$ cat config.mk
export PLATFORM = sky130hd
export DESIGN_NAME = apb_master_arbiter_flat
export DESIGN_NICKNAME = d
export VERILOG_FILES = /design/src/rtl/apb_master_arbiter_if.sv /design/src/rtl/apb_master_arbiter.sv /design/src/flat_wrapper.sv
export SDC_FILE = /design/constraint.sdc
export NUM_CORES = 1
export LEC_CHECK = 0
export ABC_AREA = 1
export ABC_CLOCK_PERIOD_IN_PS = 2050
export CELL_PAD_IN_SITES_DETAIL_PLACEMENT = 0
export CELL_PAD_IN_SITES_GLOBAL_PLACEMENT = 1
export CORE_MARGIN = 1.5
export CORE_UTILIZATION = 31
export DETAILED_ROUTE_END_ITERATION = 12
export PLACE_DENSITY = 0.89
export SYNTH_ARGS = -nofsm -noshare
export SYNTH_HDL_FRONTEND = slang
export SYNTH_SLANG_ARGS = --single-unit
export TNS_END_PERCENT = 30
$ cat constraint.sdc
create_clock -name PCLK_i -period 2.05 [get_ports PCLK_i]
set_input_delay 0.205 -clock PCLK_i [delete_from_list [all_inputs] [get_ports PCLK_i]]
set_output_delay 0.205 -clock PCLK_i [all_outputs]
set_load 0.02 [all_outputs]
$ cat src/rtl/apb_master_arbiter_if.sv
// Bundle of the two requester ports and the shared APB bus of the arbiter.
// master = arbiter side, slave = requesters plus APB slave side.
interface apb_master_arbiter_if #(
    parameter int ADDR_W = 8,
    parameter int DATA_W = 8
);
    logic              req0;
    logic              req1;
    logic              wr0;
    logic              wr1;
    logic [ADDR_W-1:0] addr0;
    logic [ADDR_W-1:0] addr1;
    logic [DATA_W-1:0] wdata0;
    logic [DATA_W-1:0] wdata1;
    logic              ack0;
    logic              ack1;
    logic              err0;
    logic              err1;
    logic [DATA_W-1:0] rdata0;
    logic [DATA_W-1:0] rdata1;
    logic              psel;
    logic              penable;
    logic              pwrite;
    logic [ADDR_W-1:0] paddr;
    logic [DATA_W-1:0] pwdata;
    logic [DATA_W-1:0] prdata;
    logic              pready;

    modport master (
        input  req0, req1, wr0, wr1, addr0, addr1, wdata0, wdata1,
        output ack0, ack1, err0, err1, rdata0, rdata1,
        output psel, penable, pwrite, paddr, pwdata,
        input  prdata, pready
    );

    modport slave (
        output req0, req1, wr0, wr1, addr0, addr1, wdata0, wdata1,
        input  ack0, ack1, err0, err1, rdata0, rdata1,
        input  psel, penable, pwrite, paddr, pwdata,
        output prdata, pready
    );
endinterface

$ cat src/rtl/apb_master_arbiter.sv
// Two-requester round-robin APB master: SETUP/ACCESS sequencing, PREADY wait
// with timeout abort, and a one-cycle ACK/ERR/RDATA response to the winner.
module apb_master_arbiter #(
    parameter int ADDR_W  = 8,
    parameter int DATA_W  = 8,
    parameter int TIMEOUT = 16
) (
    input  logic                   PCLK_i,
    input  logic                   PRESET_i,
    apb_master_arbiter_if.master   bus
);
    typedef enum logic [1:0] {IDLE, SETUP, ACCESS, RESP} state_t;

    localparam int               CNT_W    = $clog2(TIMEOUT + 1);
    localparam logic [CNT_W-1:0] CNT_LAST = CNT_W'(TIMEOUT - 1);

    state_t            state_reg;
    logic [CNT_W-1:0]  cnt_reg;
    logic              last_reg;
    logic              grant_reg;
    logic              psel_reg;
    logic              penable_reg;
    logic              pwrite_reg;
    logic [ADDR_W-1:0] paddr_reg;
    logic [DATA_W-1:0] pwdata_reg;
    logic [1:0]        ack_reg;
    logic [1:0]        err_reg;
    logic [DATA_W-1:0] rdata_reg [2];

    logic              win_next;
    logic              win_wr;
    logic [ADDR_W-1:0] win_addr;
    logic [DATA_W-1:0] win_wdata;
    logic              done;
    logic              done_err;
    logic [DATA_W-1:0] done_data;

    always_comb begin
        // Under contention the requester not granted last time wins.
        win_next = bus.req1;
        if (bus.req0 && bus.req1)
            win_next = ~last_reg;
        win_wr    = win_next ? bus.wr1    : bus.wr0;
        win_addr  = win_next ? bus.addr1  : bus.addr0;
        win_wdata = win_next ? bus.wdata1 : bus.wdata0;
        // PREADY takes priority over a timeout firing on the same edge.
        done      = bus.pready || (cnt_reg == CNT_LAST);
        done_err  = ~bus.pready;
        done_data = (bus.pready && !pwrite_reg) ? bus.prdata : '0;
    end

    always_ff @(posedge PCLK_i or posedge PRESET_i) begin
        if (PRESET_i) begin
            state_reg    <= IDLE;
            cnt_reg      <= '0;
            last_reg     <= 1'b1;
            grant_reg    <= 1'b0;
            psel_reg     <= 1'b0;
            penable_reg  <= 1'b0;
            pwrite_reg   <= 1'b0;
            paddr_reg    <= '0;
            pwdata_reg   <= '0;
            ack_reg      <= '0;
            err_reg      <= '0;
            rdata_reg[0] <= '0;
            rdata_reg[1] <= '0;
        end else begin
            case (state_reg)
                IDLE: begin
                    if (bus.req0 || bus.req1) begin
                        grant_reg  <= win_next;
                        last_reg   <= win_next;
                        pwrite_reg <= win_wr;
                        paddr_reg  <= win_addr;
                        pwdata_reg <= win_wdata;
                        psel_reg   <= 1'b1;
                        state_reg  <= SETUP;
                    end
                end
                SETUP: begin
                    penable_reg <= 1'b1;
                    cnt_reg     <= '0;
                    state_reg   <= ACCESS;
                end
                ACCESS: begin
                    if (done) begin
                        psel_reg             <= 1'b0;
                        penable_reg          <= 1'b0;
                        ack_reg[grant_reg]   <= 1'b1;
                        err_reg[grant_reg]   <= done_err;
                        rdata_reg[grant_reg] <= done_data;
                        state_reg            <= RESP;
                    end else begin
                        cnt_reg <= cnt_reg + CNT_W'(1);
                    end
                end
                RESP: begin
                    ack_reg      <= '0;
                    err_reg      <= '0;
                    rdata_reg[0] <= '0;
                    rdata_reg[1] <= '0;
                    state_reg    <= IDLE;
                end
                default: state_reg <= IDLE;
            endcase
        end
    end

    assign bus.psel    = psel_reg;
    assign bus.penable = penable_reg;
    assign bus.pwrite  = pwrite_reg;
    assign bus.paddr   = paddr_reg;
    assign bus.pwdata  = pwdata_reg;
    assign bus.ack0    = ack_reg[0];
    assign bus.ack1    = ack_reg[1];
    assign bus.err0    = err_reg[0];
    assign bus.err1    = err_reg[1];
    assign bus.rdata0  = rdata_reg[0];
    assign bus.rdata1  = rdata_reg[1];
endmodule

$ cat src/flat_wrapper.sv
// flat-port wrapper written by rule: the top's interface ports become plain ports
module apb_master_arbiter_flat 
#(
    parameter int ADDR_W  = 8,
    parameter int DATA_W  = 8,
    parameter int TIMEOUT = 16
)
  (PCLK_i, PRESET_i, bus_req0, bus_req1, bus_wr0, bus_wr1, bus_addr0, bus_addr1, bus_wdata0, bus_wdata1, bus_ack0, bus_ack1, bus_err0, bus_err1, bus_rdata0, bus_rdata1, bus_psel, bus_penable, bus_pwrite, bus_paddr, bus_pwdata, bus_prdata, bus_pready);
  apb_master_arbiter_if #(.ADDR_W(ADDR_W), .DATA_W(DATA_W)) bus_i ();
  input  logic PCLK_i;
  input  logic PRESET_i;
  input wire logic [$bits(bus_i.req0)-1:0] bus_req0;
  input wire logic [$bits(bus_i.req1)-1:0] bus_req1;
  input wire logic [$bits(bus_i.wr0)-1:0] bus_wr0;
  input wire logic [$bits(bus_i.wr1)-1:0] bus_wr1;
  input wire logic [$bits(bus_i.addr0)-1:0] bus_addr0;
  input wire logic [$bits(bus_i.addr1)-1:0] bus_addr1;
  input wire logic [$bits(bus_i.wdata0)-1:0] bus_wdata0;
  input wire logic [$bits(bus_i.wdata1)-1:0] bus_wdata1;
  output wire logic [$bits(bus_i.ack0)-1:0] bus_ack0;
  output wire logic [$bits(bus_i.ack1)-1:0] bus_ack1;
  output wire logic [$bits(bus_i.err0)-1:0] bus_err0;
  output wire logic [$bits(bus_i.err1)-1:0] bus_err1;
  output wire logic [$bits(bus_i.rdata0)-1:0] bus_rdata0;
  output wire logic [$bits(bus_i.rdata1)-1:0] bus_rdata1;
  output wire logic [$bits(bus_i.psel)-1:0] bus_psel;
  output wire logic [$bits(bus_i.penable)-1:0] bus_penable;
  output wire logic [$bits(bus_i.pwrite)-1:0] bus_pwrite;
  output wire logic [$bits(bus_i.paddr)-1:0] bus_paddr;
  output wire logic [$bits(bus_i.pwdata)-1:0] bus_pwdata;
  input wire logic [$bits(bus_i.prdata)-1:0] bus_prdata;
  input wire logic [$bits(bus_i.pready)-1:0] bus_pready;
  assign bus_i.req0 = bus_req0;
  assign bus_i.req1 = bus_req1;
  assign bus_i.wr0 = bus_wr0;
  assign bus_i.wr1 = bus_wr1;
  assign bus_i.addr0 = bus_addr0;
  assign bus_i.addr1 = bus_addr1;
  assign bus_i.wdata0 = bus_wdata0;
  assign bus_i.wdata1 = bus_wdata1;
  assign bus_ack0 = bus_i.ack0;
  assign bus_ack1 = bus_i.ack1;
  assign bus_err0 = bus_i.err0;
  assign bus_err1 = bus_i.err1;
  assign bus_rdata0 = bus_i.rdata0;
  assign bus_rdata1 = bus_i.rdata1;
  assign bus_psel = bus_i.psel;
  assign bus_penable = bus_i.penable;
  assign bus_pwrite = bus_i.pwrite;
  assign bus_paddr = bus_i.paddr;
  assign bus_pwdata = bus_i.pwdata;
  assign bus_i.prdata = bus_prdata;
  assign bus_i.pready = bus_pready;
  apb_master_arbiter #(.ADDR_W(ADDR_W), .DATA_W(DATA_W), .TIMEOUT(TIMEOUT)) u_core (.PCLK_i(PCLK_i), .PRESET_i(PRESET_i), .bus(bus_i));
endmodule
==> impl_metrics.ini, run 1 <==
[run_status]
status = complete, no violations

[placed_design]
dp.cells = 495
port_buffers = 85
place_area_um2 = 3320
hpwlAfterDp_um = 4310
globalplace.congestion = 0.806

[grt]
antenna_found_initial = 0
grt_max_degree = 21
overflow = 0
grt_pass1_vias = 2074
grt_pass1_wl_um = 9160
track_usage_pct = 14.0

[floorplan]
dieHeight_um = 90.2
start_util_pct = 32.3
die_x_um = 90.2
rows = 31
die-area_um2 = 8140
io_pins = 86
core_region_area_um2 = 7290

[layout]
fillers = 766
layout.nets = 456
seqCellArea_um2 = 1200
stdcell_area_um2 = 3460
drive_gt1_share_pct = 7.43
post-route-util_pct = 47.4
area_growth_pct = 46.7
fin_cells = 503
multi_input_comb_area_um2 = 1000
diodes = 0

[synth]
syn-num-nets = 365
avgSynthCellArea_um2 = 7.56
synth_cells = 312
seq_area_frac_synth_pct = 51.0
synthTopCellsByCount = 180 x nand2_1, 47 x dfrtp_1, 23 x inv_1
synth_enable_flop_cells = 0
async_reset_ff_share_pct = 100
synth_seq_cells = 48
yosys_warnings = 0
ys.flop_type = dfrtp_1
synth.area.top_cells = dfrtp_1 50%, nand2_1 29%, inv_1 3.7%
syn_area_um2 = 2360
synth_top_area_cell = dfrtp_1
yosysMostFrequentCell = nand2_1
synth_top_area_share_pct = 49.9
synth_cell_type_count = 19

[timing]
setup_viol = 0
tightestPinTransition_ps = 421
finalCritPeriodShare_pct = 78.7
slew_violations = 0
fin_tns_setup_ps = 0
min_period_ps = 1610
fin_skew_ps = 11.2
rsz0062_at_grt = false
slew_headroom_pct = 71.9
max_clock_freq_mhz = 619
hold_viol = 0

[pwr]
p_leak_nw = 1.81
power_density_nw_per_um2 = 1390
finalPower_mw = 4.80
ir_drop_uv = 477

[cts]
numCtsBuffers = 5
ctsHoldBuffers = 0
cts_root_buf = clkbuf_8
tritoncts = done
path_clk_slew_ps = 100
clk-insertion-delay-late_ps = 310
cts_max_level = 2
clockBufferDepth = 2
cts.repair.resized = 0
clock_sinks = 48
post_cts_buffers = 0

[critical_path]
worstPathRequired_ps = 2280
cp.arrival_ps = 1850
worstPathMaxFanout = 7
path_class = reg -> reg
setup.worst_path.end_class = flop
worstSetupStartpointType = flop

[detailed_routing]
detail-route-antenna-nets = 0
vias = 2160
drt_iter0_markers = 56
dr.pass1.iters = 4
wire_per_inst_um = 11.0
post-route-drc-count = 0
routed_wl_um = 5550
vias_per_cell = 4.29

[run]
max-cap-violations = 0

[worst_hold_path]
hp-class = in -> async
==> cell usage in the layout (no fill, tap or decap), drive strengths merged <==
cell | netlist | final
a21oi | 3 | 3
buf | 5 | 4
bufinv | 0 | 2
clkbuf | 0 | 5
clkdlybuf4s50 | 0 | 85
dfrtp | 47 | 47
dfstp | 1 | 1
ha | 6 | 6
inv | 29 | 30
nand2 | 186 | 186
nand3 | 10 | 10
nor2 | 18 | 18
o21ai | 6 | 6
o22ai | 1 | 1
==> per-stage QoR <==
step | worst slack [ps] | hold WS [ps]
3_5_place_dp | 438 | 461
5_1_grt | 242 | 244
3_3_place_gp | 494 | 454
4_1_cts | 414 | 212
2_1_floorplan | 544 | 370
6_report | 436 | 209
==> per-layer routing <==
metal,wire length (um),global-route usage (%)
met3,548,5.67
met2,2610,24.3
met1,2350,15.8
met4,46,3.84
met5,0,0
==> cell families (layout without fill, tap and decap cells) <==
family | count (synthesis) | in the layout | synth area share (%)
AND/OR/NAND/NOR | 214 | 214 | 37.0
flip-flops | 48 | 48 | 51.0
buffers and inverters | 34 | 126 | 6.42
AO/OA/AOI/OAI | 10 | 10 | 2.34
adder cells (fa/ha/maj) | 6 | 6 | 3.18
==> where the power goes <==
part	switching, mW	internal, mW
Sequential	0.247	1.35
Combinational	1.38	1.01
Clock	0.330	0.491
Total	1.95	2.85
==> area by class of cell <==
| cell class | count | area share (%) |
|---|---|---|
| Multi-Input combinational cell | 230 | 29.0 |
| Tap cell | 99 | 3.58 |
| Clock buffer | 5 | 1.99 |
| Sequential cell | 48 | 34.8 |
| Clock inverter | 3 | 1.99 |
| Inverter | 29 | 3.15 |
| Timing Repair Buffer | 89 | 25.5 |
==> critical path, stage by stage, from the launching register on <==
cell and delay (ps):
dfrtp_1 410, ha_1 220, nand2_1 90, nor2_1 50, ha_1 160, inv_1 70
nand2_2 90, nand2_4 120, nand2_4 100, inv_1 110, nand2_1 60, o21ai_1 70
==> final timing paths <==
path / from / to / slack (ps) / cells after the start
max in group asynchronous: PRESET_i / u_core.err_reg[1]$_DFFE_PP0P_ / 1240 / 3
hold reg to reg: u_core.last_reg$_DFFE_PP1P_ / u_core.last_reg$_DFFE_PP1P_ / 480 / 2
min in group PCLK_i: u_core.last_reg$_DFFE_PP1P_ / u_core.last_reg$_DFFE_PP1P_ / 480 / 2
setup reg to reg: u_core.cnt_reg[0]$_DFFE_PP0P_ / u_core.ack_reg[0]$_DFFE_PP0P_ / 440 / 11
hold / removal: PRESET_i / u_core.ack_reg[1]$_DFFE_PP0P_ / 210 / 2
setup / recovery: u_core.cnt_reg[0]$_DFFE_PP0P_ / u_core.ack_reg[0]$_DFFE_PP0P_ / 440 / 11
Note: power is estimated with default switching activity, not from simulation.
==> run 2: changes to the inputs <==
--- a/config.mk
+++ b/config.mk
@@ -6,7 +6,7 @@
 export NUM_CORES = 1
 export LEC_CHECK = 0
 export ABC_AREA = 1
-export ABC_CLOCK_PERIOD_IN_PS = 2050
+export ABC_CLOCK_PERIOD_IN_PS = 1550
 export CELL_PAD_IN_SITES_DETAIL_PLACEMENT = 0
 export CELL_PAD_IN_SITES_GLOBAL_PLACEMENT = 1
 export CORE_MARGIN = 1.5
==> constraint.sdc (replaced) <==
create_clock -name PCLK_i -period 1.55 [get_ports PCLK_i]
set_input_delay 0.155 -clock PCLK_i [delete_from_list [all_inputs] [get_ports PCLK_i]]
set_output_delay 0.155 -clock PCLK_i [all_outputs]
set_load 0.02 [all_outputs]
==> run 2 against run 1 <==
Effect of this change:
- the flow now finishes with violations (negative setup slack)
- routed wire length is 3.9% higher
- worst setup slack worse by 440 ps
- clock skew rose by 1.6 ps
- fmax rose by 3.9%
- flip-flop and latch count is the same
- clock power down 3.7%
- final area is 3.1% higher
- largest power group unchanged
- count of clock-buffer cells in the layout grew 1
- via count increased by 2.0%
- register-to-register slack worse by 440 ps
==> impl_metrics.ini, run 2 (synthesis gave the netlist of run 1 again) <==
[run_status]
status = finished, violations left
violations = negative setup slack

[layout]
stdcell_area_um2 = 3570
layout.nets = 464
mostFrequentLayoutCell = nand2_1
diodes = 0
final_cell_mix = 171 x nand2_1, 85 x clkdlybuf4s50_1, 47 x dfrtp_1
area_growth_pct = 51.3
fillers = 759
drive_gt1_share_pct = 12.9

[grt]
track_usage_pct = 14.9
antenna_found_initial = 0
grt_pass1_wl_um = 9760
grt_max_degree = 20
grt_pass1_vias = 2184
overflow = 0

[critical_path]
cp.arrival_ps = 1750
worstPathRequired_ps = 1740
setup.worst_path.end_class = flop
path_class = reg -> reg
worstPathMaxFanout = 5
worstSetupStartpointType = flop

[timing]
slew_violations = 0
finalCritPeriodShare_pct = 100
tightestPinTransition_ps = 371
rsz0062_at_grt = true
fin_skew_ps = 12.8
max_clock_freq_mhz = 644
slew_headroom_pct = 75.3
hold_viol = 0
setup_viol = 2
min_period_ps = 1550
setup_slack_ps = -3.91
finalHoldWorstSlack_ps = 140

[floorplan]
core_region_area_um2 = 7290
die-area_um2 = 8140
io_pins = 86
rows = 31
die_x_um = 90.2
dieHeight_um = 90.2
start_util_pct = 32.3

[detailed_routing]
dr.pass1.iters = 4
post-route-drc-count = 0
wire_per_inst_um = 11.3
vias_per_cell = 4.31
drt_iter0_markers = 78
vias = 2204
routed_wl_um = 5770
detail-route-antenna-nets = 0

[placed_design]
port_buffers = 85
globalplace.congestion = 0.834
place_area_um2 = 3350
hpwlAfterDp_um = 4280

[cts]
numCtsBuffers = 5
ctsHoldBuffers = 0
clk-insertion-delay-late_ps = 300
clock_sinks = 48
tritoncts = done
path_clk_slew_ps = 90
cts_root_buf = clkbuf_8
clockBufferDepth = 2
cts_max_level = 2

[pwr]
ir_drop_uv = 556
power_density_nw_per_um2 = 1800
p_leak_nw = 1.83

[worst_hold_path]
hp-class = in -> async

[run]
max-cap-violations = 0
[run 2: metal layers]
layer / vias up / part of all wire [%] / track usage [%] / wire length, um
met1: 982 / 44 / 17.2 / 2540
met3: 6 / 8.5 / 5.92 / 491
li1: 1136 / - / - / -
met2: 80 / 46 / 25.4 / 2670
met5: - / 0 / 0 / 0
met4: 0 / 1.2 / 4.50 / 72
[run 2: cell type report]
class	instances	area (um^2)	share of cell area, %
Tap cell	99	124	3.47
Inverter	29	111	3.12
Multi-Input combinational cell	233	1100	30.9
Timing Repair Buffer	94	931	26.1
Clock inverter	2	13.8	0.386
Clock buffer	6	82.6	2.32
Sequential cell	48	1200	33.7
[run 2: repair_timing]
action | CTS | global route
pin swaps | 5 | 5
resized for setup | 11 | 12
cloned | 3 | 0
setup endpoints to repair | 21 | 27
buffers inserted | 1 | 1
[run 2: power by group]
part | total [mW] | switching (mW) | internal, mW
logic | 3.51 | 2.02 | 1.49
registers | 2.13 | 0.341 | 1.79
clock network | 0.790 | 0.424 | 0.365
total | 6.43 | 2.78 | 3.65
[run 2: worst max-delay path: stages (launching register included)]
cell     delay [ps]
dfrtp_1         370
ha_2            200
nand2_2          60
nor2_2           80
ha_2            170
inv_2            50
nand2_4         100
nand2_8          90
nand2_8         120
nand2_8          70
nand2_1          80
nand2_1          50
[run 2: through the flow]
stage / power [mW] / utilization [%] / instances / worst slack (ps) / TNS [ps]
3_5_place_dp: 5.39 / 46.0 / 498 / -31.6 / -108
3_3_place_gp: 5.32 / 46.0 / 498 / 24.9 / 0
6_report: 6.43 / 48.9 / 511 / -3.91 / -6.93
5_1_grt: 6.90 / 48.9 / 511 / -132 / -2120
4_1_cts: 6.35 / 48.2 / 510 / -14.0 / -61.7
2_1_floorplan: 4.00 / - / 312 / 43.7 / 0
[run 2: worst paths after layout]
kind / from / end / slack, ps / cells past startpoint
worst max-delay path: u_core.cnt_reg[1]$_DFFE_PP0P_ / u_core.bus.rdata1[1]$_DFFE_PP0P_ / -4 / 11
worst min-delay path: PRESET_i / u_core.bus.psel$_DFFE_PP0P_ / 140 / 2
worst max register to register: u_core.cnt_reg[1]$_DFFE_PP0P_ / u_core.bus.rdata1[1]$_DFFE_PP0P_ / -4 / 11
worst min register to register: u_core.last_reg$_DFFE_PP1P_ / u_core.last_reg$_DFFE_PP1P_ / 470 / 2
max in group asynchronous: PRESET_i / u_core.bus.pwdata[4]$_DFFE_PP0P_ / 890 / 3
min in group PCLK_i: bus_wdata1[3] / u_core.bus.pwdata[3]$_DFFE_PP0P_ / 460 / 5
==> run 3: changes to the inputs <==
--- a/config.mk
+++ b/config.mk
@@ -12,7 +12,7 @@
 export CORE_MARGIN = 1.5
 export CORE_UTILIZATION = 31
 export DETAILED_ROUTE_END_ITERATION = 12
-export PLACE_DENSITY = 0.89
+export PLACE_DENSITY = 0.9
 export SYNTH_ARGS = -nofsm -noshare
 export SYNTH_HDL_FRONTEND = slang
 export SYNTH_SLANG_ARGS = --single-unit
==> run 3 against run 2 <==
Effect of this change:
- the run still ends with negative setup slack left
- global-route usage fell by 0.83 points
- die area did not move
- count of clock-buffer cells in the layout did not move
- worst hold slack improved by 53 ps
- power fell by 0.95%
- non-clock buffer count rose by 1
- via count rose by 0.36%
- combinational power fell by 6.0%
- first-iteration DRC count fell by 40%
- flip-flop and latch count did not move
==> impl_metrics.ini, run 3 (synthesis gave the netlist of run 1 again) <==
[run_status]
status = finished, violations left
violations = negative setup slack

[floorplan]
dieHeight_um = 90.2
die_x_um = 90.2
io_pins = 86
rows = 31
core_region_area_um2 = 7290
start_util_pct = 32.3
die-area_um2 = 8140

[timing]
rsz0062_at_grt = true
finalHoldWorstSlack_ps = 192
hold_viol = 0
max_clock_freq_mhz = 634
min_period_ps = 1580
fin_skew_ps = 13.1
setup_slack_ps = -28.4
fin_tns_setup_ps = -38.4
finalCritPeriodShare_pct = 102
slew_violations = 0
slew_headroom_pct = 79.4
tightestPinTransition_ps = 309
setup_viol = 3

[cts]
clockBufferDepth = 2
clock_sinks = 48
path_clk_slew_ps = 100
ctsHoldBuffers = 0
cts_root_buf = clkbuf_8
numCtsBuffers = 5
tritoncts = done
clk-insertion-delay-late_ps = 310
cts_max_level = 2

[layout]
final_cell_mix = 179 x nand2_1, 85 x clkdlybuf4s50_1, 47 x dfrtp_1
fillers = 743
diodes = 0
layout.nets = 462
seqCellArea_um2 = 1200
area_growth_pct = 49.9
multi_input_comb_area_um2 = 1020
mostFrequentLayoutCell = nand2_1
drive_gt1_share_pct = 10.5

[critical_path]
worstPathRequired_ps = 1790
r2r_setup_slack_ps = -30
cp.arrival_ps = 1810
worstRegToRegCells = 12
worstSetupStartpointType = flop
setup.worst_path.end_class = flop
r2r_end = u_core.cnt_reg[2]$_DFFE_PP0P_
r2r_start = u_core.cnt_reg[1]$_DFFE_PP0P_
worstPathMaxFanout = 5
path_class = reg -> reg

[placed_design]
port_buffers = 85
globalplace.congestion = 0.802
place_ws_ps = -50.8
hpwlAfterDp_um = 4250

[grt]
grt_pass1_wl_um = 9350
antenna_found_initial = 0
grt_max_degree = 49
grt_pass1_vias = 2139
track_usage_pct = 14.1
overflow = 0

[run]
max-cap-violations = 0

[pwr]
ir_drop_uv = 786
power_density_nw_per_um2 = 1800
power.share.sequential_pct = 33.1
switching_power_mw = 2.62
power.internal_mw = 3.75
p_clk_share_pct = 15.2
power_frac_comb_pct = 51.7
p_leak_nw = 1.84
p_sw_share_pct = 41.1

[detailed_routing]
vias_per_cell = 4.35
drt_iter0_markers = 47
post-route-drc-count = 0
detail-route-antenna-nets = 0
wire_per_inst_um = 11.2
dr.pass1.iters = 4
routed_wl_um = 5710
vias = 2212

[worst_hold_path]
hp-class = in -> async
## run 3: how the worst max path moves through the flow
stage,start,endpoint,cells after the start
after floorplan,u_core.cnt_reg[0]$_DFFE_PP0P_,u_core.ack_reg[0]$_DFFE_PP0P_,11
after global placement,u_core.cnt_reg[0]$_DFFE_PP0P_,u_core.ack_reg[1]$_DFFE_PP0P_,11
after detailed placement,u_core.cnt_reg[0]$_DFFE_PP0P_,u_core.ack_reg[1]$_DFFE_PP0P_,11
after CTS,u_core.cnt_reg[0]$_DFFE_PP0P_,u_core.bus.rdata0[5]$_DFFE_PP0P_,11
after global routing,u_core.cnt_reg[1]$_DFFE_PP0P_,u_core.cnt_reg[2]$_DFFE_PP0P_,12
final,u_core.cnt_reg[1]$_DFFE_PP0P_,u_core.cnt_reg[2]$_DFFE_PP0P_,12
## run 3: final cells by class
class                           instances  area share (%)
Tap cell                               99            3.50
Clock buffer                            6            2.34
Inverter                               29            3.08
Sequential cell                        48            34.0
Multi-Input combinational cell        230            29.0
Timing Repair Buffer                   95            27.0
Clock inverter                          2            1.10
## run 3: metal layers
metal / up-vias / wire length [um] / global-route usage (%)
li1: 1131 / - / -
met1: 1002 / 2460 / 15.9
met2: 74 / 2690 / 24.7
met3: 5 / 501 / 5.75
met4: 0 / 58 / 3.57
met5: - / 0 / 0
## run 3: power groups by stage
stage,Combinational (mW),Sequential [mW],Clock (mW)
after floorplan,1.38,2.62,0
after global placement,3.20,2.12,0
after detailed placement,3.26,2.12,0
after CTS,3.33,2.11,0.990
after global routing,3.63,2.18,1.04
final,3.30,2.11,0.967
## run 3: through the flow
step	cells	area (um^2)	util, %	power (mW)
after global routing	509	3530	48.5	6.85
after floorplan	312	2360	-	4.00
final	509	3530	48.5	6.37
after detailed placement	497	3350	45.9	5.38
after CTS	508	3510	48.1	6.43
after global placement	497	3350	45.9	5.32
## run 3: repair_timing
| item | in CTS | in global routing |
|---|---|---|
| setup endpoints to repair | 21 | 29 |
| pin swaps | 3 | 19 |
| setup buffers | 3 | 1 |
| resized for setup | 3 | 6 |
## run 3: critical path, cell delays in order (launching register included)
cell and delay [ps]:
dfrtp_1 390, ha_2 200, nand2_2 80, nor2_2 40
ha_2 160, inv_2 70, nand2_4 60, buf_6 120
nor2_4 150, nand2_1 70, nand2_1 60, inv_1 40
nor2_1 80
